### config.mk
export PLATFORM = sky130hd
export DESIGN_NAME = icache_flat
export DESIGN_NICKNAME = d
export VERILOG_FILES = /design/src/rtl/icache_if.sv /design/src/rtl/icache.sv /design/src/flat_wrapper.sv
export SDC_FILE = /design/constraint.sdc
export NUM_CORES = 2
export LEC_CHECK = 0
export BUFFER_PORTS_ARGS = -buffer_cell sky130_fd_sc_hd__buf_4
export CAP_MARGIN = 20
export CORE_MARGIN = 3
export CORE_UTILIZATION = 55
export DETAILED_ROUTE_END_ITERATION = 8
export PLACE_DENSITY_LB_ADDON = 0.08
export SYNTH_ARGS = -nofsm -noshare
export SYNTH_HDL_FRONTEND = slang
export SYNTH_SLANG_ARGS = --single-unit
### constraint.sdc
create_clock -name clk -period 7.9 [get_ports clk]
set_input_delay 1.58 -clock clk [delete_from_list [all_inputs] [get_ports clk]]
set_output_delay 1.58 -clock clk [all_outputs]
set_load 0.01 [all_outputs]
### src/rtl/icache_if.sv
// rtl/icache_if.sv - fetch-side and memory-side signal bundle for the instruction cache
//
// Purpose: groups the fetch lookup signals and the line-fill memory signals that
// connect to the instruction cache.
// Ports (signals):
//   pcF       32  fetch address from the datapath (bits [1:0] ignored)
//   instrF    32  instruction delivered to the fetch/decode register
//   stallI     1  instrF not valid this cycle
//   flushI     1  single-cycle invalidate-all request
//   mem_req    1  line-fill request, held for the whole fill
//   mem_addr  32  word address of the beat being requested
//   mem_ready  1  memory beat valid
//   mem_rdata 32  memory beat data
// Modports: slave = cache side, master = datapath/memory side.
interface icache_if;
  logic [31:0] pcF;
  logic [31:0] instrF;
  logic        stallI;
  logic        flushI;
  logic        mem_req;
  logic [31:0] mem_addr;
  logic        mem_ready;
  logic [31:0] mem_rdata;

  modport slave (
    input  pcF,
    input  flushI,
    input  mem_ready,
    input  mem_rdata,
    output instrF,
    output stallI,
    output mem_req,
    output mem_addr
  );

  modport master (
    output pcF,
    output flushI,
    output mem_ready,
    output mem_rdata,
    input  instrF,
    input  stallI,
    input  mem_req,
    input  mem_addr
  );
endinterface

### src/rtl/icache.sv
// rtl/icache.sv - direct-mapped instruction cache with 4-word in-order line fill
//
// Purpose: zero-latency hit lookup on pcF; on a miss the cache stalls fetch and
// fills the whole 16-byte line from main memory, one word per accepted beat.
// Ports:
//   clk    1  clock, all state changes on the rising edge
//   reset  1  synchronous active-high reset
//   bus       icache_if.slave (pcF, instrF, stallI, flushI, mem_req, mem_addr,
//             mem_ready, mem_rdata)
// Parameter NSETS: number of lines, power of two in 2..256.
module icache #(
  parameter int NSETS = 16
) (
  input  logic     clk,
  input  logic     reset,
  icache_if.slave  bus
);
  localparam int IDXW = $clog2(NSETS);
  localparam int TAGW = 28 - IDXW;

  typedef enum logic {IDLE, FILL} stateT;

  stateT             state;
  logic [NSETS-1:0]  validBits;
  logic [TAGW-1:0]   tagMem  [NSETS];
  logic [31:0]       dataMem [NSETS][4];
  logic [27:0]       fillAddr;     // line address (addr[31:4]) being filled
  logic [1:0]        cnt;          // next beat to request/accept
  logic              flushPending; // flush seen during a fill, applied at its end

  logic [IDXW-1:0]   lookIdx;
  logic [TAGW-1:0]   lookTag;
  logic [1:0]        lookOff;
  logic              hit;
  logic [IDXW-1:0]   fillIdx;
  logic [TAGW-1:0]   fillTag;
  logic              beatAccept;
  logic              lastBeat;
  logic              unusedPcBits;

  assign lookIdx      = bus.pcF[4+IDXW-1:4];
  assign lookTag      = bus.pcF[31:4+IDXW];
  assign lookOff      = bus.pcF[3:2];
  assign fillIdx      = fillAddr[IDXW-1:0];
  assign fillTag      = fillAddr[27:IDXW];
  assign unusedPcBits = ^bus.pcF[1:0];

  assign beatAccept = (state == FILL) && bus.mem_ready;
  assign lastBeat   = beatAccept && (cnt == 2'd3);

  // Hits are only served in IDLE; during a fill the line being written is not
  // yet trustworthy, so fetch simply stalls.
  assign hit = (state == IDLE) && validBits[lookIdx] && (tagMem[lookIdx] == lookTag);

  always_comb begin
    bus.instrF   = 32'h0000_0000;
    bus.stallI   = 1'b1;
    bus.mem_req  = 1'b0;
    bus.mem_addr = 32'h0000_0000;
    if (hit) begin
      bus.instrF = dataMem[lookIdx][lookOff];
      bus.stallI = 1'b0;
    end
    if (state == FILL) begin
      bus.mem_req  = 1'b1;
      bus.mem_addr = {fillAddr, cnt, 2'b00};
    end
  end

  // Control state: the only flops that see reset.
  always_ff @(posedge clk) begin
    if (reset) begin
      state        <= IDLE;
      validBits    <= '0;
      cnt          <= 2'd0;
      flushPending <= 1'b0;
      fillAddr     <= 28'd0;
    end else begin
      case (state)
        IDLE: begin
          // Lookup this cycle already used the old valid bits; clear afterwards.
          if (bus.flushI) begin
            validBits <= '0;
          end
          if (!hit) begin
            fillAddr <= bus.pcF[31:4];
            cnt      <= 2'd0;
            state    <= FILL;
          end
        end
        FILL: begin
          if (bus.flushI) begin
            flushPending <= 1'b1;
          end
          if (beatAccept) begin
            cnt <= cnt + 2'd1;
          end
          if (lastBeat) begin
            state        <= IDLE;
            flushPending <= 1'b0;
            // A flush that arrived during the fill (or on its last beat) wins
            // over marking the new line valid.
            if (flushPending || bus.flushI) begin
              validBits <= '0;
            end else begin
              validBits[fillIdx] <= 1'b1;
            end
          end
        end
        default: state <= IDLE;
      endcase
    end
  end

  // Tag/data arrays carry no reset; a stray write during reset lands in a line
  // whose valid bit is cleared anyway.
  always_ff @(posedge clk) begin
    if (beatAccept) begin
      dataMem[fillIdx][cnt] <= bus.mem_rdata;
    end
    if (lastBeat) begin
      tagMem[fillIdx] <= fillTag;
    end
  end
endmodule

### src/flat_wrapper.sv
// flat-port wrapper written by rule: the top's interface ports become plain ports
module icache_flat 
#(
  parameter int NSETS = 16
)
  (clk, reset, bus_pcF, bus_flushI, bus_mem_ready, bus_mem_rdata, bus_instrF, bus_stallI, bus_mem_req, bus_mem_addr);
  icache_if bus_i ();
  input  logic clk;
  input  logic reset;
  input wire logic [$bits(bus_i.pcF)-1:0] bus_pcF;
  input wire logic [$bits(bus_i.flushI)-1:0] bus_flushI;
  input wire logic [$bits(bus_i.mem_ready)-1:0] bus_mem_ready;
  input wire logic [$bits(bus_i.mem_rdata)-1:0] bus_mem_rdata;
  output wire logic [$bits(bus_i.instrF)-1:0] bus_instrF;
  output wire logic [$bits(bus_i.stallI)-1:0] bus_stallI;
  output wire logic [$bits(bus_i.mem_req)-1:0] bus_mem_req;
  output wire logic [$bits(bus_i.mem_addr)-1:0] bus_mem_addr;
  assign bus_i.pcF = bus_pcF;
  assign bus_i.flushI = bus_flushI;
  assign bus_i.mem_ready = bus_mem_ready;
  assign bus_i.mem_rdata = bus_mem_rdata;
  assign bus_instrF = bus_i.instrF;
  assign bus_stallI = bus_i.stallI;
  assign bus_mem_req = bus_i.mem_req;
  assign bus_mem_addr = bus_i.mem_addr;
  icache #(.NSETS(NSETS)) u_core (.clk(clk), .reset(reset), .bus(bus_i));
endmodule
==> metrics <==
Post-Synthesis Cell Area=95600 µm²; category of the worst setup path capture point=output port; fin crit period=7290 ps; RSZ-0062 raised after global routing=no; global placement routability congestion=0.786; DRC violation count after routing=0; number of port buffers=129; gate count after technology mapping=3988; Seq. cell area=74000 µm²; number of synthesized flops with an enable pin=2432; std cell rows=152; endpoints failing hold=0; number of sinks handled by clock tree synthesis=2480; worst-path maximum fanout=65; # hold bufs at CTS=0; Clock Path Buffers=3; detailed-placement wirelength estimate=118000 µm; DRT antenna net count=0; CP required=6320 ps; post-cts sizing count=0; detailed-routing iteration count for the pre-antenna-repair pass=5; combined buffer and inverter count along the critical path=4; path class of the lowest-slack min-delay path=reg -> reg; total global routing overflow=0; root cell of the clock tree=clkbuf_16; final setup TNS=0 ps; crit path DAT=5710 ps; global-route wire length before repair=330000 µm; Multi-input gate area=21000 µm²; static leakage power=33.6 nW; type of the worst setup path=in -> out; mean area per synthesized cell=24.0 µm²; critical path's largest stage delay=620 ps; via count of the first global-routing pass=44357; cell with the largest stage delay on the worst path=a2111oi_4; clock slew at reported path FFs=60 ps; number of top-level design ports=134; remaining max-slew budget at the tightest pin=25.7%; DIE WIDTH=423 µm; Most used DFF post-synth=edfxtp_1; max-slew violations=0; pin count of the biggest net entering global routing=123; Final Core Density=62.5%; Core Box Area=172000 µm²; height of the die=423 µm; CP Launch Type=input pin; ordered list of cells on the worst path=buf_8 -> buf_4 -> mux4_2 -> mux2i_1 -> nand3b_1 -> o21ai_0 -> nand4_1 -> a2111oi_4 -> nand3_2 -> buf_4 -> a211oi_1 -> buf_4; layout cells sized above 1=31.4%; synthesis-to-layout area growth=12.6%; full die area=179000 µm²; post-synthesis sequential area ratio=77.4%; TritonCTS clock tree=done; clock insertion delay at the later pin of the skew report=860 ps; power per cell area=249 nW/µm²; H-tree levels=4; Layout Skew=34.9 ps; YS warnings=0; Peak Freq=0.137 GHz; cell seen most often among critical-path stages=buf_4; worst-margin pin slew=1110 ps; leading cell type in the layout, fill and taps excluded=edfxtp_1; routed via count=44034; number of distinct library cells after synthesis=57; synthesis-stage register bit count=2480; clock buffer count from CTS=241; count of max-cap constraint violations=0; initial antenna violation count=4; starting density of the core=55.5%; overall global routing resource usage=26.0%; commonest cells after routing, fill and taps aside=2432 x edfxtp_1, 748 x mux4_2, 244 x buf_4; drt wl/cell=33.8 µm; share of the clock period used by the worst path=92.3%; CP top delay family=buffers and inverters; DRC marker count from the first detailed-route iteration=5452; Filler Cells Inserted=11778; Final #Nets=4346; average vias per placed instance=6.48; R2R setup slack=4270 ps; setup violation total in the final timing report=0; share of synthesized registers carrying an async set or reset=0%; Peak VDD IR=0.252 mV; overall routed net length=230000 µm; post-CTS setup buffer count=0; outcome=finished clean
==> registers in the layout, summed over array words and instances, names as in the netlist <==
name                 flops
u_core.dataMem        2048
u_core.tagMem          384
u_core.fillAddr         28
u_core.validBits        16
u_core.cnt               2
u_core.flushPending      1
u_core.state             1
==> per-stage QoR <==
stage / total power [mW] / hold WS, ps / setup slack (ps) / std cells / cell area [µm²]
after floorplan: 15.5 / 435 / 1910 / 3989 / 95600
after global placement: 16.0 / 440 / 629 / 6341 / 100000
after detailed placement: 16.1 / 452 / 624 / 6341 / 100000
after CTS: 27.0 / 467 / 589 / 6788 / 108000
after global routing: 27.6 / 476 / 438 / 6788 / 108000
final: 26.8 / 466 / 608 / 6792 / 108000
==> worst reg2reg max path: stages, from the launching register on <==
cell and delay (ps):
dfxtp_2 370, buf_4 470, and2_1 330, nand2_1 80
buf_4 280, nor2_4 830, buf_4 830
==> worst paths after layout <==
kind,from,endpoint,depth (start not counted)
setup / recovery,bus_pcF[5],bus_instrF[27],12
hold / removal,u_core.validBits[15],u_core.validBits[15],1
setup reg to reg,u_core.state,u_core.dataMem[6][14],6
hold reg to reg,u_core.validBits[15],u_core.validBits[15],1
==> final cells by class <==
cell class                 count  area share, %
clock inverter               146           1.20
sequential                  2480           68.7
clock buffer                 301           5.82
multi-input combinational   1283           19.5
inverter                       7         0.0244
tap                         2310           2.69
timing repair buffer         261           1.99
antenna                        4        0.00930
==> where the power goes <==
part | switching [mW] | internal [mW] | leakage (nW)
clock network | 4.80 | 6.22 | 3.68
registers | 0.0461 | 14.5 | 22.4
logic | 0.712 | 0.521 | 7.56
==> routing by layer <==
| metal | global-route usage, % | routed length [µm] |
|---|---|---|
| met4 | 6.07 | 4560 |
| met2 | 41.0 | 112000 |
| met5 | 0 | 0 |
| met3 | 3.81 | 15400 |
| met1 | 39.3 | 97500 |
==> logic make-up after synthesis <==
logic type	count (synthesis)	synth area share, %
flip-flops	2480	77.4
multiplexers	841	18.7
AND/OR/NAND/NOR	297	1.60
buffers and inverters	226	1.17
AO/OA/AOI/OAI	107	0.844
XOR/XNOR	32	0.293
adder cells (fa/ha/maj)	4	0.0523
other	1	0.00392
==> cell usage after synthesis (30+ instances only) <==
| cell type | number | area (µm²) |
|---|---|---|
| edfxtp_1 | 2432 | 73000 |
| mux4_2 | 748 | 16800 |
| nor2_1 | 97 | 364 |
| mux2i_1 | 86 | 861 |
| clkbuf_1 | 82 | 308 |
| buf_2 | 76 | 380 |
| nand2b_1 | 61 | 382 |
| dfxtp_1 | 48 | 961 |
| nor2b_1 | 41 | 257 |
| nand2_1 | 34 | 128 |
| and2_1 | 33 | 206 |
| buf_1 | 31 | 116 |
| a211oi_1 | 30 | 225 |
Power figures use the tool's default switching activity.
